[src/rtl/cpu_pkg.sv]
// Shared types and widths for the CPU register-file front end.
package cpu_pkg;

    localparam int REG_ADDR_WIDTH = 4;
    localparam int DATA_WIDTH     = 8;
    localparam int NUM_REGS       = 1 << REG_ADDR_WIDTH;

    typedef logic [REG_ADDR_WIDTH-1:0] reg_idx_t;
    typedef logic [DATA_WIDTH-1:0]     data_t;

    typedef struct packed {
        data_t    op1;
        data_t    op2;
        reg_idx_t rd;
        logic     wen;
    } operand_bundle_t;

    typedef enum logic {
        OUT_EMPTY = 1'b0,
        OUT_FULL  = 1'b1
    } out_state_e;

endpackage

[src/rtl/reg_scoreboard.sv]
// Busy-register scoreboard: one bit per register, set on issue of a writer,
// cleared by writeback. Lookups see this cycle's writeback already applied.
module reg_scoreboard
    import cpu_pkg::*;
(
    input  logic     clk,
    input  logic     rst_n,
    input  logic     clr_en,
    input  reg_idx_t clr_idx,
    input  logic     set_en,
    input  reg_idx_t set_idx,
    input  reg_idx_t q1_idx,
    input  reg_idx_t q2_idx,
    input  reg_idx_t q3_idx,
    output logic     q1_busy,
    output logic     q2_busy,
    output logic     q3_busy
);

    logic [NUM_REGS-1:0] busy_q;
    logic [NUM_REGS-1:0] busy_d;
    logic [NUM_REGS-1:0] eff_busy;

    always_comb begin
        eff_busy = '0;
        for (int r = 0; r < NUM_REGS; r++) begin
            eff_busy[r] = busy_q[r] && !(clr_en && (clr_idx == reg_idx_t'(r)));
        end
    end

    // Clear is applied before set, so a same-cycle set and clear leaves the bit busy.
    always_comb begin
        busy_d = '0;
        for (int r = 0; r < NUM_REGS; r++) begin
            busy_d[r] = eff_busy[r] || (set_en && (set_idx == reg_idx_t'(r)));
        end
    end

    always_ff @(posedge clk) begin
        if (!rst_n) begin
            busy_q <= '0;
        end else begin
            busy_q <= busy_d;
        end
    end

    assign q1_busy = eff_busy[q1_idx];
    assign q2_busy = eff_busy[q2_idx];
    assign q3_busy = eff_busy[q3_idx];

endmodule

[src/rtl/operand_fetch.sv]
// Operand fetch stage: reads the register file, forwards same-cycle writeback,
// stalls on busy registers and holds one operand bundle for the execute stage.
module operand_fetch
    import cpu_pkg::*;
(
    input  logic     clk,
    input  logic     rst_n,
    input  logic     in_valid,
    output logic     in_ready,
    input  reg_idx_t in_rs1,
    input  reg_idx_t in_rs2,
    input  reg_idx_t in_rd,
    input  logic     in_wen,
    output logic     out_valid,
    input  logic     out_ready,
    output data_t    out_op1,
    output data_t    out_op2,
    output reg_idx_t out_rd,
    output logic     out_wen,
    input  logic     wb_valid,
    input  reg_idx_t wb_rd,
    input  data_t    wb_data,
    output reg_idx_t rf_reg1,
    output reg_idx_t rf_reg2,
    input  data_t    rf_data1,
    input  data_t    rf_data2,
    output logic     rf_write_en,
    output reg_idx_t rf_regw,
    output data_t    rf_dataw
);

    // Handshakes: a transfer happens on a rising edge where valid && ready are both
    // high; valid is never withdrawn by this block while waiting for ready.

    out_state_e      state_q, state_d;
    operand_bundle_t bundle_q, bundle_d;
    logic            rs1_busy, rs2_busy, rd_busy;
    logic            hazard;
    logic            accept;
    data_t           op1_next, op2_next;

    assign rf_reg1     = in_rs1;
    assign rf_reg2     = in_rs2;
    assign rf_write_en = wb_valid && rst_n;
    assign rf_regw     = wb_rd;
    assign rf_dataw    = wb_data;

    // The register file returns the old value during its write cycle, so bypass it.
    assign op1_next = (wb_valid && (wb_rd == in_rs1)) ? wb_data : rf_data1;
    assign op2_next = (wb_valid && (wb_rd == in_rs2)) ? wb_data : rf_data2;

    reg_scoreboard u_scoreboard (
        .clk     (clk),
        .rst_n   (rst_n),
        .clr_en  (wb_valid),
        .clr_idx (wb_rd),
        .set_en  (accept && in_wen),
        .set_idx (in_rd),
        .q1_idx  (in_rs1),
        .q2_idx  (in_rs2),
        .q3_idx  (in_rd),
        .q1_busy (rs1_busy),
        .q2_busy (rs2_busy),
        .q3_busy (rd_busy)
    );

    assign hazard    = rs1_busy || rs2_busy || (in_wen && rd_busy);
    assign out_valid = (state_q == OUT_FULL);
    assign in_ready  = rst_n && !hazard && (!out_valid || out_ready);
    assign accept    = in_valid && in_ready;

    always_comb begin
        state_d  = state_q;
        bundle_d = bundle_q;
        if (accept) begin
            state_d      = OUT_FULL;
            bundle_d.op1 = op1_next;
            bundle_d.op2 = op2_next;
            bundle_d.rd  = in_rd;
            bundle_d.wen = in_wen;
        end else if (out_valid && out_ready) begin
            state_d = OUT_EMPTY;
        end
    end

    always_ff @(posedge clk) begin
        if (!rst_n) begin
            state_q  <= OUT_EMPTY;
            bundle_q <= '0;
        end else begin
            state_q  <= state_d;
            bundle_q <= bundle_d;
        end
    end

    assign out_op1 = bundle_q.op1;
    assign out_op2 = bundle_q.op2;
    assign out_rd  = bundle_q.rd;
    assign out_wen = bundle_q.wen;

endmodule

[config.mk]
export PLATFORM = sky130hd
export DESIGN_NAME = operand_fetch
export DESIGN_NICKNAME = d
export VERILOG_FILES = /design/src/rtl/cpu_pkg.sv /design/src/rtl/reg_scoreboard.sv /design/src/rtl/operand_fetch.sv
export SDC_FILE = /design/constraint.sdc
export NUM_CORES = 1
export LEC_CHECK = 0
export CORE_UTILIZATION = 45
export DETAILED_ROUTE_END_ITERATION = 16
export PLACE_DENSITY = 0.89
export SYNTH_ARGS = -nofsm -noshare
export SYNTH_HDL_FRONTEND = slang
export SYNTH_SLANG_ARGS = --single-unit
export TNS_END_PERCENT = 1
[constraint.sdc]
create_clock -name clk -period 2.56 [get_ports clk]
set_clock_uncertainty 0.1 [all_clocks]
set_input_delay 0.256 -clock clk [delete_from_list [all_inputs] [get_ports clk]]
set_output_delay 0.256 -clock clk [all_outputs]
set_load 0.01 [all_outputs]
==> results by group <==
Timing
  – Worst Tran Pin Value: between 0.7 and 0.8 ns
  – Slew headroom: 0.5231
  – Minimum clock period after layout: 2.634 ns
  – Final Setup Violations: 11
  – Hold Vio Cnt, Final: 0
  – Final Hold Slack: 0.3479 ns
  – Part of the cycle the worst path needs: 1.029
  – Setup ws final: -0.07422 ns
  – Max Slew Vio Count: 0
  – Peak Freq: 379.6 MHz
  – RSZ-0062 raised after global routing: true

Layout
  – Share of post-route cells with drive strength above 1: 0.3104
  – Fill cell count: 336
  – Area delta synth->final: 66.53%
  – Final nets: approximately 440
  – Diode count: 0
  – Post-Layout Cell Count: 463

Synthesis
  – Unique masters post-synth: 40
  – Mapped Cells: 271
  – Number of flops mapped to enable cells by yosys: 0
  – Syn Nets: 317
  – Register area share after synthesis: 0.3140
  – Warnings, synthesis: 0
  – Cell Area, Synth: 0.002422 mm²
  – Number of synthesized register bits: 38
  – Ys async rst share: 0
  – Mean Syn Cell Area: 8.938 µm²
  – Top_reg_cell synth: dfxtp_1

Clocking
  – CTS HTree Levels: 2
  – CTS clk-pin slew, worst paths: about 0.070 ns
  – CTS Sinks: 38
  – Longest Clk Path Bufs: 2
  – CTS tree: built
  – Worst skew pair latency: 0.30 ns
  – CTS Hold Bufs: 0
  – Root Driver: clkbuf_8
  – Total CTS buffers: 5

Status
  – Failing checks: negative setup slack
  – Status: finished with violations

Route
  – Drt first pass iters: 5
  – Post-Route WL: around 9800 µm
  – DR vias: 2887
  – Drt drc: 0
  – DRT antenna net count: 0
  – Wire per inst: between 20 and 25 µm
  – Vias per cell: 6.235
  – Iter 0 DRT Violations: 268

Floorplan
  – Initial Util: 0.4713
  – IO Pins: 90
  – Die Span Y: around 75 µm
  – Core area: 0.005140 mm²
  – Die ar.: 0.005681 mm²
  – Cell Rows: 26
  – Chip width: 75.37 µm

Setup path
  – Startpoint class of the critical path: primary input
  – Worst Path Required: 2.66 ns
  – Worst setup EP type: flop
  – Worst EP arrival: 2.74 ns
  – Setup CP Type: primary input to flop
  – Crit-path max FO: 9

Place
  – Post-DP HPWL: 6160 µm
  – Pre-CTS setup slack: -0.7402 ns
  – Final GP Congestion: 1.010
  – Port Buffers: between 80 and 90
  – Placed Cells: 450

Global routing
  – First-pass GRT wire length: between 10000 and 15000 µm
  – Antenna violations before repair: 0
  – Vias in the first global route: approximately 2800
  – Grt total ovfl: 0
  – Largest net degree at the start of global routing: 29
  – Total track usage: 0.3312

Power
  – PD cells: 385.9 mW/mm²
  – Leak: 0.001607 µW
  – VDD IR-drop max: 444.1 µV

Flow run
  – Max-cap violations: 0

Worst hold path
  – Worst Hold Class: primary input to flop
-- per-layer routing --
layer / vias to the layer above / global-route usage / share of wire
li1: 1231 / - / -
met1: 1347 / 0.3533 / 0.34
met2: 234 / 0.5794 / 0.50
met3: 75 / 0.09788 / 0.094
met4: 0 / 0.1975 / 0.060
met5: - / 0 / 0
-- registers in the layout, indices dropped and copies added, names as in the netlist --
name                 count
out_rd                   4
out_op2                  8
u_scoreboard.busy_q     16
out_wen                  1
out_op1                  8
out_valid                1
-- cell usage after synthesis, types with 2 or more instances --
cell,n,share of area
o21ai_1,8,0.017
o211ai_1,9,0.028
dfxtp_1,38,0.31
o21ai_2,7,0.025
inv_1,8,0.012
nor4_2,2,0.010
o2111ai_1,5,0.018
nand3_1,7,0.014
clkbuf_1,11,0.017
nand3b_1,5,0.015
a22oi_1,2,0.0062
mux2i_1,43,0.18
o21ai_0,2,0.0041
mux2_2,2,0.0093
a21oi_1,4,0.0083
buf_6,3,0.014
xnor2_1,2,0.0072
o32ai_1,17,0.061
o31ai_1,2,0.0062
nand2_1,37,0.057
buf_4,21,0.065
xor2_1,6,0.022
and2_1,2,0.0052
nor2_1,9,0.014
nand2b_1,3,0.0077
o311ai_1,2,0.0072
-- worst max-delay path, stage by stage --
cell,delay [ns]
buf_4,0.13
buf_4,0.14
or3b_4,0.48
o211ai_1,0.28
o2111ai_1,0.19
o311ai_2,0.15
nor4_4,0.08
nor4b_4,0.33
nand2_2,0.13
bufbuf_16,0.30
o32ai_2,0.26
-- where the power goes --
group          internal [µW]  switching (µW)  leakage [µW]  total (µW)
clock network            217             209     0.0000482         426
registers                618            14.6      0.000309         633
logic                    263             235       0.00125         498
-- metrics by stage --
step | cell area (µm²) | TNS [ns] | power [µW] | util
detailed placement | 3618 | -22.96 | 1082 | 0.7040
floorplan | 2422 | 0 | 841.6 | -
global placement | 3618 | -19.79 | 1069 | 0.7040
finish | 4034 | -0.5348 | 1557 | 0.7848
CTS | 3894 | -0.05600 | 1531 | 0.7575
global route | 4034 | -1.165 | 1617 | 0.7848
-- cells by family (layout without fill, tap and decap cells) --
kind of cell,Yosys count,after routing,share of synthesized area
simple gates,70,70,0.1462
flops,38,38,0.3140
buf+inv,44,166,0.1100
xor+xnor,8,8,0.02893
compound gates,65,65,0.2045
mux,46,46,0.1963
-- what timing repair did --
action,4_1_cts,5_1_grt
setup buffers,1,3
gates cloned,1,0
endpoints found under the setup margin,39,39
resized for setup,45,25
pin swaps,10,10
-- layout make-up --
| class | instances | area, µm² | share of cell area |
|---|---|---|---|
| multi-input cells | 189 | 1664 | 0.4125 |
| repair buffers | 149 | 1393 | 0.3452 |
| flip-flops and latches | 38 | 760.7 | 0.1886 |
| well taps | 70 | 87.58 | 0.02171 |
| clock buffers | 7 | 86.33 | 0.02140 |
| inverters | 9 | 37.54 | 0.009305 |
| clock inverters | 1 | 5.005 | 0.001241 |
-- worst paths after layout --
check,startpoint,to,depth (start not counted),slack (ns)
worst max-delay path,wb_rd[2],u_scoreboard.busy_q[11],11,-0.07
worst min-delay path,in_rd[3],u_scoreboard.busy_q[15],3,0.35
worst max register to register,u_scoreboard.busy_q[8],out_op1[2],10,0.26
worst min register to register,out_rd[2],out_rd[2],2,0.37
-- cells in the final DEF (no fill, tap or decap), types with 2 or more instances in the layout --
master / instances
clkdlybuf4s50_1: 82
buf_4: 56
mux2i_1: 42
dfxtp_1: 38
nand2_1: 35
o211ai_1: 9
o32ai_1: 9
inv_1: 8
o21ai_2: 7
nor2_1: 7
o21ai_4: 7
o32ai_2: 7
nand3_1: 6
xor2_1: 6
clkbuf_8: 6
nand3b_1: 5
o2111ai_1: 4
buf_12: 3
nand2b_4: 2
o21ai_1: 2
o311ai_2: 2
and2_1: 2
a21oi_1: 2
a21oi_2: 2
mux2_2: 2
xnor2_1: 2
nor4_2: 2
clkbuf_2: 2
No activity file was read; power rests on OpenSTA's default activity.
